===== config.mk =====
export PLATFORM = sky130hd
export DESIGN_NAME = useq_flat
export DESIGN_NICKNAME = d
export VERILOG_FILES = /design/src/rtl/pdua_pkg.sv /design/src/rtl/useq_if.sv /design/src/rtl/useq_cond.sv /design/src/rtl/useq.sv /design/src/flat_wrapper.sv
export SDC_FILE = /design/constraint.sdc
export NUM_CORES = 1
export LEC_CHECK = 0
export CORE_ASPECT_RATIO = 0.75
export CORE_UTILIZATION = 30
export DETAILED_ROUTE_END_ITERATION = 8
export PLACE_DENSITY = 0.7
export SYNTH_ARGS = -nofsm -noshare
export SYNTH_HDL_FRONTEND = slang
export SYNTH_SLANG_ARGS = --single-unit

===== constraint.sdc =====
create_clock -name clk -period 1.65 [get_ports clk]
set_input_delay 0.33 -clock clk [delete_from_list [all_inputs] [get_ports clk]]
set_output_delay 0.33 -clock clk [all_outputs]
set_load 0.01 [all_outputs]

===== src/rtl/pdua_pkg.sv =====
// pdua_pkg: shared PDUA control-unit types and constants
package pdua_pkg;
  localparam int OP_WIDTH = 5;
  localparam int STEP_WIDTH = 3;
  localparam logic [OP_WIDTH-1:0] FETCH_PAGE = 5'h1F;
  localparam logic [OP_WIDTH-1:0] INT_PAGE = 5'h1E;
  localparam int N = 3;
  localparam int Z = 2;
  localparam int C = 1;
  localparam int P = 0;
  typedef enum logic [1:0] {FETCH, EXEC, INT, HALT} state_t;
endpackage


===== src/rtl/useq_if.sv =====
// useq_if: microprogram sequencer control and address bundle
interface useq_if;
  import pdua_pkg::*;
  logic stall;
  logic [OP_WIDTH-1:0] opcode;
  logic [3:0] flags;
  logic mi_end;
  logic mi_cond_en;
  logic [1:0] mi_cond_sel;
  logic mi_cond_pol;
  logic [STEP_WIDTH-1:0] mi_jmp_step;
  logic int_req;
  logic int_en;
  logic [OP_WIDTH+STEP_WIDTH-1:0] uaddr;
  logic in_fetch;
  logic int_ack;
  logic halted;
  logic illegal;
  modport master (
    output stall, opcode, flags, mi_end, mi_cond_en, mi_cond_sel, mi_cond_pol, mi_jmp_step, int_req, int_en,
    input uaddr, in_fetch, int_ack, halted, illegal
  );
  modport slave (
    input stall, opcode, flags, mi_end, mi_cond_en, mi_cond_sel, mi_cond_pol, mi_jmp_step, int_req, int_en,
    output uaddr, in_fetch, int_ack, halted, illegal
  );
endinterface


===== src/rtl/useq_cond.sv =====
// useq_cond: flag select and polarity compare giving branch-taken
module useq_cond (
  input  logic [3:0] flags,
  input  logic [1:0] sel,
  input  logic       pol,
  input  logic       en,
  output logic       taken
);
  assign taken = en && (flags[sel] == pol);
endmodule


===== src/rtl/useq.sv =====
// useq: PDUA microprogram sequencer producing the registered micro-ROM address
module useq
  import pdua_pkg::*;
(
  input logic clk,
  input logic rst,
  useq_if.slave bus
);
  state_t state, state_n;
  logic [OP_WIDTH-1:0] page, page_n;
  logic [STEP_WIDTH-1:0] step, step_n;
  logic halted, halted_n, illegal, illegal_n, in_fetch, ack_pend, enter_int, taken, run;
  useq_cond u_cond (
    .flags(bus.flags),
    .sel(bus.mi_cond_sel),
    .pol(bus.mi_cond_pol),
    .en(bus.mi_cond_en),
    .taken(taken)
  );
  assign run = !bus.stall && state != HALT;
  always_comb begin
    state_n = state;
    page_n = page;
    step_n = step;
    halted_n = halted;
    illegal_n = illegal;
    enter_int = 1'b0;
    if (run) begin
      if (bus.mi_end) begin
        if (state == FETCH) begin
          if (bus.opcode == FETCH_PAGE || bus.opcode == INT_PAGE) begin
            state_n = HALT;
            halted_n = 1'b1;
            illegal_n = 1'b1;
          end else begin
            state_n = EXEC;
            page_n = bus.opcode;
            step_n = '0;
          end
        end else if (state == EXEC && bus.int_req && bus.int_en) begin
          state_n = INT;
          page_n = INT_PAGE;
          step_n = '0;
          enter_int = 1'b1;
        end else begin
          state_n = FETCH;
          page_n = FETCH_PAGE;
          step_n = '0;
        end
      end else if (taken) begin
        step_n = bus.mi_jmp_step;
      end else if (&step) begin
        state_n = HALT;
        halted_n = 1'b1;
      end else begin
        step_n = step + 1'b1;
      end
    end
  end
  always_ff @(posedge clk) begin
    if (rst) begin
      state <= FETCH;
      page <= FETCH_PAGE;
      step <= '0;
      halted <= 1'b0;
      illegal <= 1'b0;
      in_fetch <= 1'b1;
      ack_pend <= 1'b0;
    end else begin
      state <= state_n;
      page <= page_n;
      step <= step_n;
      halted <= halted_n;
      illegal <= illegal_n;
      in_fetch <= state_n == FETCH;
      ack_pend <= enter_int || (ack_pend && bus.stall);
    end
  end
  // ack waits out a stalled first INT cycle and fires on the first free one
  assign bus.int_ack = ack_pend && !bus.stall;
  assign bus.uaddr = {page, step};
  assign bus.in_fetch = in_fetch;
  assign bus.halted = halted;
  assign bus.illegal = illegal;
endmodule


===== src/flat_wrapper.sv =====
// flat-port wrapper written by rule: the top's interface ports become plain ports
module useq_flat import pdua_pkg::*;
  (clk, rst, bus_stall, bus_opcode, bus_flags, bus_mi_end, bus_mi_cond_en, bus_mi_cond_sel, bus_mi_cond_pol, bus_mi_jmp_step, bus_int_req, bus_int_en, bus_uaddr, bus_in_fetch, bus_int_ack, bus_halted, bus_illegal);
  useq_if bus_i ();
  input logic clk;
  input logic rst;
  input wire logic [$bits(bus_i.stall)-1:0] bus_stall;
  input wire logic [$bits(bus_i.opcode)-1:0] bus_opcode;
  input wire logic [$bits(bus_i.flags)-1:0] bus_flags;
  input wire logic [$bits(bus_i.mi_end)-1:0] bus_mi_end;
  input wire logic [$bits(bus_i.mi_cond_en)-1:0] bus_mi_cond_en;
  input wire logic [$bits(bus_i.mi_cond_sel)-1:0] bus_mi_cond_sel;
  input wire logic [$bits(bus_i.mi_cond_pol)-1:0] bus_mi_cond_pol;
  input wire logic [$bits(bus_i.mi_jmp_step)-1:0] bus_mi_jmp_step;
  input wire logic [$bits(bus_i.int_req)-1:0] bus_int_req;
  input wire logic [$bits(bus_i.int_en)-1:0] bus_int_en;
  output wire logic [$bits(bus_i.uaddr)-1:0] bus_uaddr;
  output wire logic [$bits(bus_i.in_fetch)-1:0] bus_in_fetch;
  output wire logic [$bits(bus_i.int_ack)-1:0] bus_int_ack;
  output wire logic [$bits(bus_i.halted)-1:0] bus_halted;
  output wire logic [$bits(bus_i.illegal)-1:0] bus_illegal;
  assign bus_i.stall = bus_stall;
  assign bus_i.opcode = bus_opcode;
  assign bus_i.flags = bus_flags;
  assign bus_i.mi_end = bus_mi_end;
  assign bus_i.mi_cond_en = bus_mi_cond_en;
  assign bus_i.mi_cond_sel = bus_mi_cond_sel;
  assign bus_i.mi_cond_pol = bus_mi_cond_pol;
  assign bus_i.mi_jmp_step = bus_mi_jmp_step;
  assign bus_i.int_req = bus_int_req;
  assign bus_i.int_en = bus_int_en;
  assign bus_uaddr = bus_i.uaddr;
  assign bus_in_fetch = bus_i.in_fetch;
  assign bus_int_ack = bus_i.int_ack;
  assign bus_halted = bus_i.halted;
  assign bus_illegal = bus_i.illegal;
  useq u_core (.clk(clk), .rst(rst), .bus(bus_i));
endmodule

# After elaboration in Yosys (flattened, before gate mapping)
# Cells that the tools add are included.
[op_classes] n_addsub=1 n_lt_le_gt_ge=1 eq_ne=11 n_mux=26 reduce_logical=17
[op_table] cell="$mux 3" count=5
[op_table] cell="$mux 2" count=7
[op_table] cell="$mux 1" count=11
[op_table] cell="$eq 5x5->1 const B" count=2
[op_table] cell="$mux 5" count=2
[op_table] cell="$reduce_and 3->1" count=3
[op_table] cell="$logic_and 1x1->1" count=6
[op_table] cell="$ne 2x2->1 const B" count=3
[op_table] cell="$reduce_and 5->1" count=1
[op_table] cell="$logic_not 2->1" count=2
[op_table] cell="$ne 2x1->1 const B" count=2
[op_table] cell="$reduce_and 4->1" count=1
[op_table] cell="$add 3x1->3 const B" count=1
[op_table] cell="$lt 2x3->1 const B" count=1
[op_table] cell="$ne 3x2->1 const B" count=1
[op_table] cell="$ne 3x3->1 const B" count=1
[op_table] cell="$bmux 1 s2" count=1
[op_table] cell="$eq 2x1->1 const B" count=1
[op_table] cell="$logic_or 1x1->1" count=2
[op_table] cell="$reduce_bool 2->1" count=1
[op_table] cell="$eq 1x1->1" count=1
[op_table] cell="$logic_not 1->1" count=1
[totals] ff_bits=14 inputBits=22

# Logic depth before layout (Yosys ltp)
# Gate-level depths: netlist (run 1).
[depth] depth_word=8 mapped_depth=6

# Modules after synthesis
# A second synthesis (run 1) with hierarchy kept.
[hier_totals] hier_cells=81 hier_area_um2=775.7
[modules_own_cells] module="useq" n_inst=1 cells_per_inst=78 area_per_inst_um2=738.2
[modules_own_cells] module="useq_cond" n_inst=1 cells_per_inst=3 area_per_inst_um2=37.5

# Worst setup path before layout (run 1)
# Ideal clock, no wire load.
[synth_path] path_type="in2reg" from="in bus_mi_cond_sel[1]" to="reg u_core.step[1]" arrival_time_ns=1.347 required_time_ns=1.549 path_slack_ns=0.202 path_stages=4 n_path_buf=0 path_cell_list="mux2i_1 > mux2_4 > and3b_4 > o41ai_1"
[synth_via] elab_chain_len=6
[synth_lines] element="from (decl)" line="flat_wrapper.sv:12" source="input wire logic [$bits(bus_i.mi_cond_sel)-1:0] bus_mi_cond_sel;"
[synth_lines] element="$bmux 1 s2 (*)" line="useq_cond.sv:9" source="assign taken = en && (flags[sel] == pol);"
[synth_lines] element="$mux 1 (not written as such) (*)" line="useq_cond.sv:9"
[synth_lines] element="$eq 1x1->1 (*)" line="useq_cond.sv:9"
[synth_lines] element="$logic_and 1x1->1 (*)" line="useq_cond.sv:9"
[synth_lines] element="$ne 3x2->1 (no line) / $mux 3 (equally long branches)"
[synth_lines] element="$reduce_and 3->1 (no line) / $mux 3 (equally long branches)"
[synth_lines] element="to (signal assigned)" line="useq.sv:72" source="step <= step_n;"
[synth_lines] element="to (decl)" line="useq.sv:11" source="logic [STEP_WIDTH-1:0] step, step_n;"
# Every way passes the cells marked *; elsewhere a longest branch is shown, timed or not. The select of a mux whose other input is x is not followed.
# A chain may end at the register's enable or synchronous reset.

# Worst setup path in the final report (run 1)
[layout_path] from="in bus_flags[3]" to="reg u_core.step[1]"
[layout_via] elab_chain_len=6
[layout_lines] element="from (decl)" line="flat_wrapper.sv:9" source="input wire logic [$bits(bus_i.flags)-1:0] bus_flags;"
[layout_lines] element="$bmux 1 s2 (*)" line="useq_cond.sv:9"
[layout_lines] element="$mux 1 (not written as such) (*)" line="useq_cond.sv:9"
[layout_lines] element="$eq 1x1->1 (*)" line="useq_cond.sv:9"
[layout_lines] element="$logic_and 1x1->1 (*)" line="useq_cond.sv:9"
[layout_lines] element="$ne 3x2->1 (no line) / $mux 3 (equally long branches)"
[layout_lines] element="$reduce_and 3->1 (no line) / $mux 3 (equally long branches)"
# Marked as above.

==> flow_metrics.py, run 1 <==
metrics = {
    "status": {
        "status": "finished clean",
    },
    "cells_and_area": {
        "nets": 166,
        "final_cells": 175,
        "fin_area_sq_mm": 0.00128,
        "syn2layout_area_growth_pct": 64.8,
        "n_antenna_cell": 0,
        "layout-drive-gt1-share_pct": 16.3,
    },
    "timing": {
        "worst_pin_slew_ns": 0.243,
        "fin_crit_sh_pct": 97.0,
        "drv_slew": 0,
        "finalHoldViolations": 0,
        "fin_ws_ns": 0.0501,
        "fmax_mhz": 625,
        "finalClockSkew_ns": 0.00707,
        "setup_viol": 0,
        "slew_headroom_pct": 83.3,
        "finalCriticalPeriod_ns": 1.60,
    },
    "worst_hold_path": {
        "hold_depth": 2,
        "hold_path_end": "u_core.bus.halted",
        "min-delay-start": "u_core.bus.halted",
        "hp-class": "reg2reg",
    },
    "setup_path": {
        "crit_chain": "clkdlybuf4s50_1, mux2i_1, mux2_4, and3b_4, o41ai_2",
        "path_class": "in2reg",
        "reg2reg_depth": 5,
        "critPathCaptureType": "flop",
        "start_kind": "input pin",
        "worstPathRequired_ns": 1.84,
        "timing.rr.start": "u_core.state[0]",
        "max_stage_delay_ns": 0.40,
        "ff2ff_setup_slack_ns": 0.12,
        "timing.rr.end": "u_core.step[0]",
        "crit_slowest_cell": "clkdlybuf4s50_1",
        "crit_fanout": 6,
        "worstPathArrival_ns": 1.79,
    },
    "placement": {
        "post_dp_cell_area_sq_mm": 0.00121,
        "placedCellCount": 170,
        "gp_congestion": 0.766,
        "place_ws_ns": -0.502,
        "dpl.hpwl_microns": 1630,
        "port_buffers": 33,
    },
    "cts": {
        "cts_root_buf": "clkbuf_4",
        "path_clk_slew_ns": 0.08,
        "tritoncts": "done",
        "clk_latency_ns": 0.29,
        "clock_path_buffers": 2,
        "cts_max_level": 1,
        "clock-sinks": 14,
        "cts_buffers": 3,
    },
    "logic_synthesis": {
        "synthesis.instances": 97,
        "ys_types": 31,
        "post-synth-top-area-cell": "dfxtp_1",
        "syn_nets": 121,
        "async_flop_share_pct": 0,
        "synth_area_sq_um": 779,
        "synth_edf_count": 0,
        "synth_area_leaders": "dfxtp_1 36%, nor2_1 6.7%, mux2i_1 6.4%, a21oi_1 4.5%, o21ai_0 4.5%",
        "ys_ff_latch": 14,
        "ys_warn_count": 0,
        "yosysSeqAreaShare_pct": 36.0,
        "synthDominantCellAreaShare_pct": 36.0,
        "ys.flop_type": "dfxtp_1",
        "synth_common_cells": "14 x dfxtp_1, 14 x nor2_1, 7 x a21oi_1, 7 x inv_1, 7 x o21ai_0",
        "postSynthAreaPerCell_sq_um": 8.04,
    },
    "die": {
        "die_area_sq_mm": 0.00281,
        "die_h_microns": 46.1,
        "core_area_sq_mm": 0.00238,
        "io_pins": 34,
        "initial_core_util_pct": 32.7,
        "fp.dieW_microns": 60.9,
        "num_rows": 15,
    },
    "grt": {
        "use_met2_pct": 27.3,
        "grt.total_usage_pct": 16.5,
        "grt_pass1_vias": 765,
        "grt_max_degree": 9,
        "use_met1_pct": 21.3,
        "grt_util_met3_pct": 5.06,
        "grt_busiest_layer": "met2",
        "antenna_found_initial": 0,
        "grt_remaining_overflow": 0,
        "grt_pass1_wl_microns": 3370,
    },
    "power_and_ir_drop": {
        "p_int_mw": 0.600,
        "p_seq_share_pct": 44.8,
        "p_switching_mw": 0.218,
        "clockPowerShare_pct": 31.3,
        "p_comb_share_pct": 24.0,
        "p_per_area_mw_per_mm2": 636,
        "p_leak_nw": 0.591,
        "ir_worst_vdd_uv": 352,
        "swShare_pct": 26.7,
    },
    "drt": {
        "drtAntennaViolNets": 0,
        "wl_per_cell_microns": 12.0,
        "first_iter_violations": 29,
        "drcViolationCount": 0,
        "wl_microns": 2100,
        "via_per_inst": 4.90,
        "vias": 858,
        "dr.pass1.iters": 4,
    },
    "job": {
        "max-cap-violations": 0,
    },
}
==> final cells by class <==
type	count	area (sq um)
sequential	14	280
timing repair buffer	43	414
inverter	7	26.3
clock buffer	4	36.3
multi-input combinational	73	485
fill	244	1100
tap	34	42.5
==> state kept, by name, indices dropped and copies added, names as in the netlist <==
signal and flops:
u_core.page 5, u_core.step 3, u_core.state 2, u_core.ack_pend 1, u_core.bus.halted 1, u_core.bus.illegal 1, u_core.bus.in_fetch 1
==> power groups by stage <==
stage	logic, mW	clock network (mW)	registers, mW
2_1_floorplan	0.0770	0	0.378
3_3_place_gp	0.189	0	0.373
3_5_place_dp	0.192	0	0.374
4_1_cts	0.195	0.261	0.366
5_1_grt	0.214	0.271	0.369
6_report	0.196	0.256	0.366
==> logic make-up after synthesis <==
| logic type | share of synthesized area (%) |
|---|---|
| AO/OA/AOI/OAI | 20.2 |
| adder cells (fa/ha/maj) | 3.21 |
| buffers and inverters | 5.14 |
| flip-flops | 36.0 |
| multiplexers | 8.35 |
| AND/OR/NAND/NOR | 27.1 |
==> repair_timing <==
item,4_1_cts,5_1_grt
buffers inserted,1,0
pin swaps,1,3
gates resized for setup,5,11
setup endpoints to repair,6,6
hold buffers,0,0
gates cloned,0,0
==> per-stage QoR <==
step | total power [mW] | setup TNS (ns) | util [%] | hold WS, ns
floorplan | 0.455 | 0 | - | 0.447
global placement | 0.562 | -2.18 | 50.6 | 0.443
detailed placement | 0.566 | -2.78 | 50.6 | 0.455
CTS | 0.822 | 0 | 52.8 | 0.475
global route | 0.854 | -0.0110 | 53.9 | 0.477
finish | 0.818 | 0 | 53.9 | 0.461
==> how the worst max path moves through the flow <==
| stage | from | to | depth (start not counted) |
|---|---|---|---|
| floorplan | bus_mi_cond_sel[1] | u_core.step[1] | 4 |
| global placement | bus_mi_cond_sel[1] | u_core.step[1] | 5 |
| detailed placement | bus_mi_cond_sel[1] | u_core.step[1] | 6 |
| CTS | bus_flags[2] | u_core.bus.halted | 7 |
| global route | bus_flags[3] | u_core.step[2] | 5 |
| finish | bus_flags[3] | u_core.step[1] | 5 |
==> worst max-delay path: cells and delay by family <==
family	cells	cell delay, ns
compound gates	1	0.33
buf+inv	1	0.40
simple gates	1	0.23
mux	2	0.51
==> cells in the final DEF (no fill, tap or decap), types with 3 or more instances in the layout <==
master           netlist  final
a21oi_1                7      7
a31oi_1                3      3
buf_4                  0     10
clkbuf_4               0      3
clkdlybuf4s50_1        0     25
dfxtp_1               14     14
dlygate4sd2_1          0      3
dlymetal6s2s_1         0      5
inv_1                  7      7
mux2i_1                5      5
nand2_1                4      4
nor2_1                14     14
nor2b_1                3      3
nor3_1                 4      4
o21ai_0                7      4
o21ai_1                1      3
==> layer usage <==
layer,share of wire [%],routed length [microns]
met1,46,966
met2,47,985
met3,6.5,137
met4,0.48,10
met5,0,0
Power figures use the tool's default switching activity.
==> run 2: changes to the inputs <==
Settings changed: CORE_UTILIZATION 30 to 28, PLACE_DENSITY 0.7 to 0.67, RECOVER_POWER set to 50.
==> run 2 against run 1 <==
  * Cell area rose by 1.6%
  * Fmax grew 2.4%
  * Hold slack worse by 0.0063 ns
  * Clock power increased by 5%
  * Power rose by 1.6%
  * Final cell count up 1.1%
  * Largest cell class unchanged
  * First-iteration DRC count grew 28%
  * Worst setup slack gained 0.037 ns
  * Die area increased by 6.9%
  * Critical path depth rose by 2
  * Wire length shrank 3.0%
==> flow_metrics.py, run 2 (synthesized netlist as in run 1, its figures left out) <==
metrics = {
    "timing": {
        "whs_ns": 0.455,
        "finalClockSkew_ns": 0.00614,
        "slew_headroom_pct": 82.0,
        "fin_crit_sh_pct": 94.7,
        "setup_viol": 0,
        "drv_slew": 0,
        "rsz0062_at_grt": "yes",
        "worst_pin_slew_ns": 0.268,
        "finalCriticalPeriod_ns": 1.56,
        "finalHoldViolations": 0,
        "fmax_mhz": 640,
    },
    "drt": {
        "dr_wl_met3_microns": 125,
        "vias": 861,
        "wl_per_cell_microns": 11.5,
        "drtAntennaViolNets": 0,
        "wl_microns": 2040,
        "first_iter_violations": 37,
        "via_per_inst": 4.86,
        "wl_met2_microns": 901,
        "drcViolationCount": 0,
        "wl_met1_microns": 1000,
        "top_layer_used": "met4",
        "dr.pass1.iters": 4,
    },
    "cts": {
        "cts_max_level": 1,
        "clock-sinks": 14,
        "tritoncts": "done",
        "cts_root_buf": "clkbuf_8",
        "clock_path_buffers": 2,
        "cts_buffers": 3,
        "postCtsHoldBufs": 0,
        "clk_latency_ns": 0.24,
        "path_clk_slew_ns": 0.06,
    },
    "setup_path": {
        "start_kind": "input pin",
        "path_class": "in2reg",
        "crit_chain": "dlygate4sd2_1, mux2i_1, mux2i_1, buf_4, and3b_4, o21ai_2, a31oi_1",
        "worstPathArrival_ns": 1.73,
        "crit_fanout": 6,
        "max_stage_delay_ns": 0.29,
        "critPathCaptureType": "flop",
        "crit_top_cell": "mux2i_1",
        "crit_slowest_cell": "mux2i_1",
        "worstPathRequired_ns": 1.82,
    },
    "placement": {
        "gp_congestion": 0.726,
        "dpl.hpwl_microns": 1580,
        "post_dp_cell_area_sq_mm": 0.00122,
        "port_buffers": 33,
    },
    "cells_and_area": {
        "num-fill-cells": 256,
        "syn2layout_area_growth_pct": 67.4,
        "top_regs": "u_core.page: 5 flops, u_core.step: 3 flops, u_core.state: 2 flops",
        "layout-drive-gt1-share_pct": 17.0,
        "final_common_cell": "clkdlybuf4s50_1",
        "fin_area_sq_mm": 0.00131,
        "nets": 167,
        "regMostFlops": "u_core.page",
        "final_cell_mix": "15 x clkdlybuf4s50_1, 14 x nor2_1, 14 x dfxtp_1",
        "n_antenna_cell": 0,
        "largest_register_ffs": 5,
    },
    "die": {
        "die_h_microns": 47.7,
        "initial_core_util_pct": 29.7,
        "num_rows": 16,
        "core_area_sq_mm": 0.00262,
        "fp.dieW_microns": 62.9,
        "io_pins": 34,
        "die_area_sq_mm": 0.00300,
    },
    "grt": {
        "antenna_found_initial": 0,
        "grt_pass1_vias": 741,
        "grt_pass1_wl_microns": 3230,
        "grt_max_degree": 9,
        "grt.total_usage_pct": 14.1,
        "grt_remaining_overflow": 0,
    },
    "status": {
        "status": "finished clean",
    },
    "power_and_ir_drop": {
        "p_per_area_mw_per_mm2": 636,
        "p_leak_nw": 0.588,
        "ir_worst_vdd_uv": 312,
    },
    "worst_hold_path": {
        "hp-class": "reg2reg",
    },
    "job": {
        "max-cap-violations": 0,
    },
}
-- run 2: changes by cell type in the layout (fill, tap and decap cells not counted), moves of 2 or more --
cell	previous run	this run
clkbuf_8	1	3
dlygate4sd3_1	0	9
clkdlybuf4s50_1	25	15
clkbuf_4	3	0
-- run 2: worst paths after layout --
kind,slack [ns],endpoint,depth (start not counted),from
setup / recovery,0.09,u_core.step[0],7,bus_mi_cond_sel[1]
hold / removal,0.45,u_core.bus.halted,2,u_core.bus.halted
setup reg to reg,0.10,u_core.step[1],5,u_core.step[0]
hold reg to reg,0.45,u_core.bus.halted,2,u_core.bus.halted
-- run 2: layer usage --
layer  track usage (%)  vias up
met1              18.7      393
met4              2.79        0
li1                  -      436
met3              5.48        2
met5                 0        -
met2              21.9       30
-- run 2: power breakdown --
part | internal (mW) | switching (mW) | total, mW
clock network | 0.161 | 0.109 | 0.270
registers | 0.355 | 0.0123 | 0.367
logic | 0.109 | 0.0848 | 0.194
total | 0.625 | 0.206 | 0.830
-- run 2: area by class of cell --
class | count | area (sq um) | share of cell area (%)
repair buffers | 44 | 420 | 32.2
inverters | 7 | 26.3 | 2.01
multi-input cells | 73 | 492 | 37.7
flip-flops and latches | 14 | 280 | 21.5
well taps | 36 | 45.0 | 3.45
clock buffers | 3 | 41.3 | 3.16
-- run 2: metrics by stage --
stage	worst slack [ns]	power, mW	utilization, %	cells	TNS (ns)
global route	-0.00498	0.876	49.8	177	-0.00498
global placement	-0.387	0.563	46.4	173	-2.27
finish	0.0876	0.830	49.8	177	0
floorplan	0.202	0.455	-	97	0
CTS	0.00336	0.841	48.8	177	0
detailed placement	-0.471	0.567	46.4	173	-2.65
-- run 2: timing repair --
action / CTS / global route
buffers inserted: 1 / 0
pin swaps: 0 / 3
resized for setup: 7 / 11
endpoints found under the setup margin: 7 / 6
-- run 2: critical path: cells and delay by family --
family / cells / cell delay, ns
AO/OA/AOI/OAI: 2 / 0.21
buffers and inverters: 2 / 0.40
multiplexers: 2 / 0.53
AND/OR/NAND/NOR: 1 / 0.25
==> run 3: changes to the inputs <==
Settings changed: GPL_TIMING_DRIVEN set to 1, MAX_ROUTING_LAYER set to met4.
==> run 3 against run 2 <==
  * Worst setup slack about the same
  * Global-route usage up 0.50 points
  * First-iteration DRC count down 5.4%
  * Count of clock-buffer cells in the layout unchanged
  * Sequential cell count unchanged
  * Power about the same
  * Non-clock buffer count unchanged
  * Cell area unchanged
  * Register-to-register slack about the same
  * Fmax about the same
  * Die area unchanged
  * Wire length about the same
  * Critical endpoint unchanged
  * Largest cell class unchanged
  * Largest power group unchanged
==> flow_metrics.py, run 3 (synthesized netlist as in run 1, its figures left out) <==
metrics = {
    "cts": {
        "path_clk_slew_ns": 0.06,
        "clock_path_buffers": 2,
        "tritoncts": "done",
        "cts_max_level": 1,
        "cts_root_buf": "clkbuf_8",
        "clk_latency_ns": 0.24,
        "cts_buffers": 3,
        "clock-sinks": 14,
    },
    "status": {
        "status": "finished clean",
    },
    "power_and_ir_drop": {
        "p_int_mw": 0.625,
        "p_per_area_mw_per_mm2": 636,
        "p_seq_share_pct": 44.2,
        "ir_worst_vdd_uv": 312,
        "swShare_pct": 24.8,
        "p_total_mw": 0.830,
        "clockPowerShare_pct": 32.5,
        "p_leak_nw": 0.588,
        "p_switching_mw": 0.206,
        "p_comb_share_pct": 23.3,
    },
    "drt": {
        "drtAntennaViolNets": 0,
        "wl_microns": 2040,
        "drcViolationCount": 0,
        "vias": 854,
        "first_iter_violations": 35,
        "wl_per_cell_microns": 11.5,
        "via_per_inst": 4.82,
        "dr.pass1.iters": 4,
    },
    "worst_hold_path": {
        "hold_path_end": "u_core.bus.halted",
        "min-delay-start": "u_core.bus.halted",
        "hp-class": "reg2reg",
        "hold_depth": 2,
    },
    "setup_path": {
        "ff2ff_setup_slack_ns": 0.10,
        "start_kind": "input pin",
        "path_class": "in2reg",
        "timing.rr.end": "u_core.step[1]",
        "timing.rr.start": "u_core.step[0]",
        "crit_slowest_cell": "mux2i_1",
        "crit_fanout": 6,
        "critPathCaptureType": "flop",
        "worstPathRequired_ns": 1.82,
        "max_stage_delay_ns": 0.29,
        "crit_top_cell": "mux2i_1",
        "crit_chain": "dlygate4sd2_1, mux2i_1, mux2i_1, buf_4, and3b_4, o21ai_2, a31oi_1",
        "worstPathArrival_ns": 1.73,
        "reg2reg_depth": 5,
    },
    "timing": {
        "fin_crit_sh_pct": 94.7,
        "drv_slew": 0,
        "finalHoldViolations": 0,
        "slew_headroom_pct": 82.0,
        "fmax_mhz": 640,
        "finalCriticalPeriod_ns": 1.56,
        "rsz0062_at_grt": "yes",
        "finalClockSkew_ns": 0.00651,
        "setup_viol": 0,
        "worst_pin_slew_ns": 0.268,
    },
    "die": {
        "core_area_sq_mm": 0.00262,
        "initial_core_util_pct": 29.7,
        "die_h_microns": 47.7,
        "num_rows": 16,
        "fp.dieW_microns": 62.9,
        "die_area_sq_mm": 0.00300,
        "io_pins": 34,
    },
    "placement": {
        "gp_congestion": 0.735,
        "placedCellCount": 173,
        "dpl.hpwl_microns": 1580,
        "post_dp_cell_area_sq_mm": 0.00122,
        "port_buffers": 33,
    },
    "job": {
        "max-cap-violations": 0,
    },
    "cells_and_area": {
        "n_antenna_cell": 0,
        "nets": 167,
        "regMostFlops": "u_core.page",
        "final_cell_mix": "15 x clkdlybuf4s50_1, 14 x nor2_1, 14 x dfxtp_1",
        "layout-drive-gt1-share_pct": 17.0,
        "final_cells": 177,
        "syn2layout_area_growth_pct": 67.4,
        "fin_area_sq_mm": 0.00131,
        "final_common_cell": "clkdlybuf4s50_1",
        "num-fill-cells": 256,
        "largest_register_ffs": 5,
        "top_regs": "u_core.page: 5 flops, u_core.step: 3 flops, u_core.state: 2 flops",
    },
    "grt": {
        "grt_max_degree": 9,
        "antenna_found_initial": 0,
        "grt_pass1_vias": 738,
        "grt_pass1_wl_microns": 3220,
        "grt_remaining_overflow": 0,
        "grt.total_usage_pct": 14.6,
    },
}
[run 3: cell counts in the layout (fill, tap and decap cells not counted)]
No cell type changed its count.
[run 3: worst max-delay path, delay by kind of cell]
kind / cells / cell delay, ns
compound gates: 2 / 0.21
simple gates: 1 / 0.25
mux: 2 / 0.53
buf+inv: 2 / 0.40
[run 3: cell type report]
cell class	count	area (sq um)	area share, %
Multi-Input combinational cell	73	492	37.7
Timing Repair Buffer	44	420	32.2
Sequential cell	14	280	21.5
Tap cell	36	45.0	3.45
Clock buffer	3	41.3	3.16
Inverter	7	26.3	2.01
[run 3: worst max path at each step]
stage / start / endpoint / slack (ns)
2_1_floorplan: bus_mi_cond_sel[1] / u_core.step[1] / 0.20
3_3_place_gp: bus_mi_cond_sel[1] / u_core.step[1] / -0.39
3_5_place_dp: bus_mi_cond_sel[1] / u_core.step[1] / -0.47
4_1_cts: bus_mi_cond_pol / u_core.step[2] / 0.003
5_1_grt: bus_mi_cond_sel[1] / u_core.step[0] / -0.005
6_report: bus_mi_cond_sel[1] / u_core.step[0] / 0.09
[run 3: routing by layer]
metal  up-vias  wire (microns)  global-route usage (%)
li1        436               -                       -
met1       390            1010                    18.7
met2        28             903                    21.9
met3         0             126                    5.48
met4         0               0                    2.79
met5         -               0                       -
[run 3: metrics by stage]
step	util (%)	setup slack (ns)	hold WS, ns	TNS [ns]
after floorplan	-	0.202	0.447	0
after global placement	46.4	-0.387	0.448	-2.27
after detailed placement	46.4	-0.471	0.442	-2.65
after CTS	48.8	0.00336	0.457	0
after global routing	49.8	-0.00499	0.473	-0.00499
final	49.8	0.0874	0.453	0
[run 3: timing repair]
item                                    4_1_cts  5_1_grt
endpoints found under the setup margin        7        6
endpoints found under the hold margin         0        0
hold buffers                                  0        0
resized for setup                             7       11
setup buffers                                 1        0
pin swaps                                     0        3
[run 3: power by group through the flow]
stage | registers (mW) | clock network [mW] | logic, mW
finish | 0.367 | 0.269 | 0.193
global route | 0.369 | 0.297 | 0.211
CTS | 0.367 | 0.278 | 0.196
detailed placement | 0.374 | 0 | 0.193
global placement | 0.374 | 0 | 0.189
floorplan | 0.378 | 0 | 0.0770
